[src/rtl/adder_arbiter.sv]
// Round-robin arbiter that shares one adder among NUM_REQ requesters and
// returns {sum, carry, requester id, tag} through a 2-entry in-order FIFO.

module adder #(
    parameter int BIT_WIDTH  = 64,
    parameter int GATE_DELAY = 50,
    parameter     METHOD     = "RTL"
) (
    input  logic [BIT_WIDTH-1:0] in1,
    input  logic [BIT_WIDTH-1:0] in2,
    input  logic                 c_in,
    output logic [BIT_WIDTH-1:0] sum,
    output logic                 c_out
);
    // Behavioural add for RTL; an explicit ripple chain stands in for gate-level methods.
    if (METHOD == "RTL" || GATE_DELAY <= 0) begin : g_rtl
        assign {c_out, sum} = {1'b0, in1} + {1'b0, in2} + {{BIT_WIDTH{1'b0}}, c_in};
    end else begin : g_ripple
        logic [BIT_WIDTH:0] carry;
        assign carry[0] = c_in;
        for (genvar b = 0; b < BIT_WIDTH; b++) begin : g_bit
            assign sum[b]       = in1[b] ^ in2[b] ^ carry[b];
            assign carry[b + 1] = (in1[b] & in2[b]) | (carry[b] & (in1[b] ^ in2[b]));
        end
        assign c_out = carry[BIT_WIDTH];
    end
endmodule

module adder_arbiter #(
    parameter int  NUM_REQ    = 4,
    parameter int  BIT_WIDTH  = 64,
    parameter int  TAG_WIDTH  = 4,
    parameter int  GATE_DELAY = 50,
    parameter      METHOD     = "RTL",
    localparam int ID_W       = (NUM_REQ > 1) ? $clog2(NUM_REQ) : 1
) (
    input  logic                           clk,
    input  logic                           rst_n,
    input  logic [NUM_REQ-1:0]             reqValid,
    output logic [NUM_REQ-1:0]             reqReady,
    input  logic [NUM_REQ*BIT_WIDTH-1:0]   reqIn1,
    input  logic [NUM_REQ*BIT_WIDTH-1:0]   reqIn2,
    input  logic [NUM_REQ-1:0]             reqCIn,
    input  logic [NUM_REQ*TAG_WIDTH-1:0]   reqTag,
    output logic                           respValid,
    input  logic                           respReady,
    output logic [BIT_WIDTH-1:0]           respSum,
    output logic                           respCOut,
    output logic [ID_W-1:0]                respId,
    output logic [TAG_WIDTH-1:0]           respTag,
    output logic                           idle
);
    typedef struct packed {
        logic [BIT_WIDTH-1:0] sum;
        logic                 c_out;
        logic [ID_W-1:0]      id;
        logic [TAG_WIDTH-1:0] tag;
    } entry_t;

    logic [BIT_WIDTH-1:0] in1_arr [NUM_REQ];
    logic [BIT_WIDTH-1:0] in2_arr [NUM_REQ];
    logic [TAG_WIDTH-1:0] tag_arr [NUM_REQ];

    for (genvar i = 0; i < NUM_REQ; i++) begin : g_unpack
        assign in1_arr[i] = reqIn1[i*BIT_WIDTH +: BIT_WIDTH];
        assign in2_arr[i] = reqIn2[i*BIT_WIDTH +: BIT_WIDTH];
        assign tag_arr[i] = reqTag[i*TAG_WIDTH +: TAG_WIDTH];
    end

    logic [ID_W-1:0]      rr_ptr;
    logic [ID_W-1:0]      grant;
    logic [ID_W-1:0]      idx;
    logic                 any_valid;
    logic [1:0]           count;
    logic                 wr_ptr;
    logic                 rd_ptr;
    entry_t               mem [2];
    entry_t               head;
    logic                 push;
    logic                 pop;
    logic [BIT_WIDTH-1:0] add_sum;
    logic                 add_cout;

    // NOTE: every always_comb output gets a default before any conditional write,
    // otherwise the tool infers a latch for the paths that skip the assignment.
    always_comb begin
        grant     = '0;
        idx       = '0;
        any_valid = 1'b0;
        for (int k = 0; k < NUM_REQ; k++) begin
            idx = ID_W'((int'(rr_ptr) + k) % NUM_REQ);
            if (!any_valid && reqValid[idx]) begin
                grant     = idx;
                any_valid = 1'b1;
            end
        end
    end

    adder #(
        .BIT_WIDTH  (BIT_WIDTH),
        .GATE_DELAY (GATE_DELAY),
        .METHOD     (METHOD)
    ) u_adder (
        .in1   (in1_arr[grant]),
        .in2   (in2_arr[grant]),
        .c_in  (reqCIn[grant]),
        .sum   (add_sum),
        .c_out (add_cout)
    );

    // Accept depends only on registered fill level, never on respReady.
    assign push     = any_valid && !count[1];
    assign pop      = (count != 2'd0) && respReady;
    assign reqReady = (push && rst_n) ? (NUM_REQ'(1) << grant) : '0;

    // NOTE: state registers use non-blocking assignments so every flop samples
    // the pre-edge values; the FIFO storage is reset too so no old result can
    // ever be observed after rst_n rises.
    always_ff @(posedge clk or negedge rst_n) begin
        if (!rst_n) begin
            count  <= 2'd0;
            wr_ptr <= 1'b0;
            rd_ptr <= 1'b0;
            rr_ptr <= '0;
            for (int i = 0; i < 2; i++) begin
                mem[i] <= '0;
            end
        end else begin
            if (push) begin
                mem[wr_ptr] <= '{sum: add_sum, c_out: add_cout, id: grant, tag: tag_arr[grant]};
                wr_ptr      <= ~wr_ptr;
                rr_ptr      <= (grant == ID_W'(NUM_REQ - 1)) ? '0 : grant + 1'b1;
            end
            if (pop) begin
                rd_ptr <= ~rd_ptr;
            end
            case ({push, pop})
                2'b10:   count <= count + 2'd1;
                2'b01:   count <= count - 2'd1;
                default: count <= count;
            endcase
        end
    end

    assign head      = mem[rd_ptr];
    assign respValid = (count != 2'd0);
    assign idle      = (count == 2'd0);
    assign respSum   = respValid ? head.sum   : '0;
    assign respCOut  = respValid ? head.c_out : 1'b0;
    assign respId    = respValid ? head.id    : '0;
    assign respTag   = respValid ? head.tag   : '0;
endmodule

[config.mk]
export PLATFORM = sky130hd
export DESIGN_NAME = adder_arbiter
export DESIGN_NICKNAME = d
export VERILOG_FILES = /design/src/rtl/adder_arbiter.sv
export SDC_FILE = /design/constraint.sdc
export NUM_CORES = 1
export LEC_CHECK = 0
export ABC_CLOCK_PERIOD_IN_PS = 4250
export BUFFER_PORTS_ARGS = -buffer_cell sky130_fd_sc_hd__buf_2
export CAP_MARGIN = 20
export CORE_AREA = 3 3 239 241
export CTS_CLUSTER_DIAMETER = 100
export DETAILED_ROUTE_END_ITERATION = 10
export DIE_AREA = 0 0 242 244
export PLACE_DENSITY_LB_ADDON = 0.12
export SYNTH_ARGS = -nofsm -noshare
export SYNTH_HDL_FRONTEND = slang
export SYNTH_SLANG_ARGS = --single-unit
[constraint.sdc]
create_clock -name clk -period 4.25 [get_ports clk]
set_input_delay 0.85 -clock clk [delete_from_list [all_inputs] [get_ports clk]]
set_output_delay 0.85 -clock clk [all_outputs]
set_load 0.02 [all_outputs]
==> results of run 1 <==
## stage by stage
| step | TNS [ps] | utilization (%) | hold slack (ps) | instances | instance area, sq um |
|---|---|---|---|---|---|
| after floorplan | -11020 | - | 445.0 | 2166 | 15010 |
| after global placement | -99470 | 38.78 | 456.2 | 3746 | 21360 |
| after detailed placement | -99340 | 38.78 | 461.6 | 3746 | 21360 |
| after CTS | -19430 | 41.47 | 386.2 | 3805 | 22850 |
| after global routing | -41610 | 43.58 | 395.9 | 3857 | 24010 |
| final | -25870 | 43.58 | 375.8 | 3859 | 24010 |
## cell families (layout without fill, tap and decap cells)
family / after synthesis / after routing / synth area share, %
muxes: 118 / 118 / 8.411
and+or+nand+nor: 1199 / 1199 / 34.57
DFF: 148 / 148 / 25.17
other: 0 / 7 / 0
xor gates and xnor gates: 59 / 59 / 3.512
AOI/OAI and AO/OA: 390 / 390 / 17.32
adders and majority gates: 70 / 70 / 6.055
buffers and inverters: 182 / 1120 / 4.950
## area by class of cell
cell class | count | area, sq um
fillers | 5822 | 31080
diodes | 7 | 17.52
repair inverters | 2 | 27.53
clock buffers | 19 | 452.9
multi-input cells | 1836 | 11620
inverters | 25 | 125.1
well taps | 748 | 935.9
repair buffers | 1061 | 7020
flip-flops and latches | 148 | 3707
clock inverters | 13 | 101.3
## worst max path at each step
stage | cells after the start | endpoint
3_5_place_dp | 22 | mem[140]
2_1_floorplan | 23 | mem[108]
4_1_cts | 27 | mem[37]
3_3_place_gp | 22 | mem[140]
6_report | 29 | mem[132]
5_1_grt | 29 | mem[61]
## Yosys cell counts, types with 6 or more instances
cell type | instances | area [sq um]
nor2_1 | 138 | 518.0
a21o_1 | 30 | 225.2
ha_1 | 68 | 850.8
o21a_1 | 11 | 82.58
buf_2 | 11 | 55.05
inv_1 | 23 | 86.33
nor3_1 | 17 | 85.08
nand3_1 | 21 | 105.1
mux2_2 | 45 | 506.7
clkbuf_1 | 123 | 461.7
o21ai_0 | 47 | 235.2
o22ai_1 | 6 | 37.54
o21bai_1 | 13 | 97.59
xor2_1 | 22 | 192.7
and3_1 | 140 | 875.8
dfrtp_1 | 148 | 3704
mux2i_1 | 73 | 730.7
o211ai_1 | 6 | 45.04
xnor2_1 | 37 | 324.1
a31oi_1 | 135 | 844.6
a21oi_1 | 70 | 350.3
a21oi_2 | 6 | 52.55
nand4_1 | 19 | 118.9
o21ai_1 | 11 | 55.05
buf_1 | 13 | 48.80
a211oi_1 | 7 | 52.55
nand2_1 | 829 | 3112
## sequential cells by signal (all words and copies together) (netlist names)
signal / cells
rd_ptr: 1
wr_ptr: 1
count: 2
mem: 142
rr_ptr: 2
## layer usage
metal,share of wire (%),GRT usage (%)
met4,2.0,5.923
met2,50,41.34
met5,0.0096,0
met3,4.7,2.873
met1,43,29.67
## repair_timing
| action | CTS | global route |
|---|---|---|
| setup endpoints to repair | 102 | 106 |
| buffers inserted | 29 | 49 |
| endpoints found under the hold margin | 0 | 0 |
| gates cloned | 3 | 3 |
| resized for setup | 144 | 144 |
| pin swaps | 77 | 62 |
==> flow_summary.yaml, run 1 <==
finish:
  nNetsFinal: 3700
  area_growth_syn_to_layout_pct: 63.22
  final_cell_mix: "nand2_1 (813), buf_2 (612), buf_4 (376)"
  final_common_cell: "nand2_1"
  layout-drive-gt1-share_pct: 43.78
synth:
  synth-seq-cells: 148
  synth_fp_nets: 2775
  synth_flop_cell: "dfrtp_1"
  ys_warn_count: 0
  syn_area_per_cell_sq_um: 6.792
  synth_edf_count: 0
  syn-cell-area_sq_um: 14710
  async_flop_share_pct: 100.0
  synthCells: 2166
  synth_cell_types: 81
  yosysSeqAreaShare_pct: 25.17
clock_tree:
  h-tree-depth: 4
  cts_hold_buffers: 0
  clkTransAtPathRegs_ps: 60
  cts_buffers: 17
  cts_tree: "yes"
  insertion_delay_ps: 430
  cts-root-buf: "clkbuf_16"
  clock_sinks: 148
  clockBufferDepth: 2
floorplanning:
  fp.dieW_microns: 242
  ios: 616
  die_area_sq_um: 59050
  core.rowCount: 86
  core_sq_um: 55090
  initial_core_util_pct: 26.70
  die_h_microns: 244
route:
  first_pass_iters: 5
  wire_per_inst_microns: 18.85
  ant_nets: 0
  dr_total_vias: 18878
  drt_wl_total_microns: 72750
  drtIter0Drc: 853
  drcViolationCount: 0
  viasPerCell: 4.892
setup_path:
  path_class: "primary input to register"
  cp_slowest_cell: "or4_4"
  path_buf_inv: 10
  rrSetupSlack_ps: -390
  cp_top_family: "simple AND/OR/NAND/NOR gates"
  crit_arrival_ps: 5060
  startpoint: "reqValid[0]"
  path_max_fanout: 12
  r2r_start: "rr_ptr[0]"
  end_kind: "register"
  ff2ff_path_depth: 27
  critPathRequiredTime_ps: 4560
  cp-start-kind: "primary input"
  cpPeakStageDelay_ps: 490
  worst_r2r_endpoint: "mem[132]"
placement:
  hpwl_microns: 57930
  globalplace.congestion: 0.9106
  place_ws_ps: -1267
  port_buffers: 615
grt:
  gr-total-overflow: 0
  grt_pass1_wl_microns: 108200
  antenna_found_initial: 13
  grt_usage_pct: 23.20
  grt_max_degree: 60
  grt_pass1_vias: 19076
sta:
  finClkSkew_ps: 8.575
  hold_viol_final: 0
  finalCriticalPeriod_ps: 4754
  final-setup-viol-count: 92
  drv_slew: 0
  grt_setup_unrepaired: "true"
  slew_headroom_pct: 39.26
  worst_pin_slew_ps: 904.1
  finalWorstSetupSlack_ps: -504.3
  fmax_ghz: 0.2103
  fin_crit_sh_pct: 111.9
hold_path:
  hold_class: "primary input to asynchronous set/reset pin"
outcome:
  violations: "setup timing"
  status: "complete, but fails checks"
flow_run:
  cap_viol_max_count: 0
Power of run 1 is left out: the tool's default activity adds up to more than one toggle a clock period on the data nets, which glitch-free logic cannot reach.
==> run 2: changes to the inputs <==
- ABC_AREA: not set -> 1
- CORE_AREA: 3 3 239 241 -> 3 3 237 239
- DIE_AREA: 0 0 242 244 -> 0 0 240 242
==> flow_summary.yaml, run 2 <==
flow_run:
  cap_viol_max_count: 0
synth:
  synth_top_family_by_area: "simple AND/OR/NAND/NOR gates"
  yosysSeqAreaShare_pct: 21.39
  synth_adder_area_share_pct: 5.146
  muxShareOfSynthArea_pct: 0
  async_flop_share_pct: 100.0
  ys_warn_count: 0
  synth_xor_area_share_pct: 1.619
  synthCells: 3026
  yosys.area_share.simple_pct: 37.40
  synth_compound_gate_area_share_pct: 19.23
  syn-cell-area_sq_um: 17310
  synth_flop_cell: "dfrtp_1"
  synth.most_common_cell: "nand2_1"
  synth_top_cell_by_area: "nand2_1"
  synth-seq-cells: 148
  ys_top_cells_by_area: "nand2_1 (24%), dfrtp_1 (21%), inv_1 (11%), a21oi_1 (7.1%), o21ai_0 (5.8%)"
  synth_common_cells: "nand2_1 (1,117), inv_1 (487), a21oi_1 (247)"
  synth_edf_count: 0
  syn_area_per_cell_sq_um: 5.721
  synth_cell_types: 39
  synth_fp_nets: 3635
  netlist.area_leader.share_pct: 24.22
grt:
  grt_usage_pct: 28.88
  grt_pass1_vias: 20747
  grt_pass1_wl_microns: 128000
  antenna_found_initial: 15
  gr-total-overflow: 0
  grt_max_degree: 74
finish:
  instances_no_fill: 4558
  fillCellCount: 6041
  multi_input_area_sq_um: 11680
  reg_top3: "mem (142), count (2), rr_ptr (2)"
  regMostFlops: "mem"
  seq_area_sq_um: 3705
  final_cell_mix: "nand2_1 (1,082), buf_2 (614), inv_1 (483)"
  nNetsFinal: 4448
  area_growth_syn_to_layout_pct: 41.74
  layout-drive-gt1-share_pct: 29.86
  final_common_cell: "nand2_1"
  largest_reg_flops: 142
route:
  first_pass_iters: 6
  drt_wl_total_microns: 88400
  wire_per_inst_microns: 19.39
  ant_nets: 0
  dr.max_layer_used: "met5"
  wl_met1_microns: 40570
  viasPerCell: 4.866
  dr_total_vias: 22177
  drcViolationCount: 0
  dr_wl_met3_microns: 6365
  drtIter0Drc: 1698
  wl_met2_microns: 39040
placement:
  place_inst: 4504
  port_buffers: 615
  globalplace.congestion: 0.9853
  hpwl_microns: 73980
floorplanning:
  die_h_microns: 242
  die_area_sq_um: 58080
  initial_core_util_pct: 32.04
  core.rowCount: 85
  fp.dieW_microns: 240
  core_sq_um: 54030
  ios: 616
sta:
  final-setup-viol-count: 0
  hold_viol_final: 0
  fin_crit_sh_pct: 97.23
  drv_slew: 0
  finalCriticalPeriod_ps: 4132
  timing.setup.tns_ps: 0
  slew_headroom_pct: 43.95
  grt_setup_unrepaired: "true"
  worst_pin_slew_ps: 840.7
  finClkSkew_ps: 8.578
  fmax_ghz: 0.2420
setup_path:
  path_max_fanout: 17
  crit_arrival_ps: 4440
  cp-start-kind: "register"
  end_kind: "register"
  path_class: "register to register"
  crit_path_frequent_cell: "nand2_1"
  cp_slowest_cell: "ha_2"
  critPathRequiredTime_ps: 4560
  cpPeakStageDelay_ps: 430
outcome:
  status: "finished clean"
clock_tree:
  clockBufferDepth: 2
  h-tree-depth: 4
  insertion_delay_ps: 430
  cts_hold_buffers: 0
  cts_buffers: 17
  clock_sinks: 148
  cts-root-buf: "clkbuf_16"
  cts_tree: "yes"
  clkTransAtPathRegs_ps: 60
hold_path:
  hold_class: "primary input to asynchronous set/reset pin"
## run 2: cell type report
| type | count | area share (%) |
|---|---|---|
| tap | 696 | 3.549 |
| timing repair buffer | 934 | 23.71 |
| multi-input combinational | 2246 | 47.61 |
| clock inverter | 11 | 0.5252 |
| antenna | 11 | 0.1122 |
| clock buffer | 20 | 1.820 |
| sequential | 148 | 15.10 |
| inverter | 492 | 7.577 |
## run 2: cell families (layout without fill, tap and decap cells)
logic type | Yosys count | count (layout)
and+or+nand+nor | 1545 | 1545
adders and majority gates | 70 | 70
AOI/OAI and AO/OA | 599 | 599
buffers and inverters | 632 | 1457
other | 0 | 11
xor gates and xnor gates | 32 | 32
DFF | 148 | 148
## run 2: per-layer routing
metal  track usage, %  up-vias
li1                 -    11174
met5                0        -
met1            40.77    10117
met3            5.681       94
met2            45.00      780
met4            7.302       12
## run 2: final timing paths
| kind | start | to | slack (ps) | cells past startpoint |
|---|---|---|---|---|
| max | rr_ptr[0] | mem[68] | 120 | 27 |
| min | rst_n | count[0] | 330 | 1 |
| max reg2reg | rr_ptr[0] | mem[68] | 120 | 27 |
| min reg2reg | mem[86] | mem[86] | 470 | 2 |
| max in group asynchronous | rst_n | mem[68] | 2680 | 2 |
| min in group clk | mem[86] | mem[86] | 470 | 2 |
## run 2: what timing repair did
action	in CTS	in global routing
endpoints found under the hold margin	0	0
setup buffers	0	7
cloned	0	5
pin swaps	0	9
resized for setup	1	160
setup endpoints to repair	2	93
## run 2: critical path: cells and delay by family (launching register included)
| family | cells | cell delay [ps] |
|---|---|---|
| adders and majority gates | 1 | 430 |
| and+or+nand+nor | 16 | 1840 |
| buffers and inverters | 8 | 1050 |
| DFF | 1 | 370 |
| AOI/OAI and AO/OA | 2 | 300 |
## run 2: metrics by stage
step	instance area (sq um)	worst slack [ps]	hold slack [ps]	utilization, %
floorplan	17310	253.2	436.6	-
global placement	23030	-423.9	452.2	42.63
detailed placement	23030	-466.3	453.9	42.63
CTS	23610	10.52	322.4	43.70
global route	24530	-112.9	344.8	45.40
finish	24540	117.6	331.6	45.42
Power of run 2 is left out for the same reason.
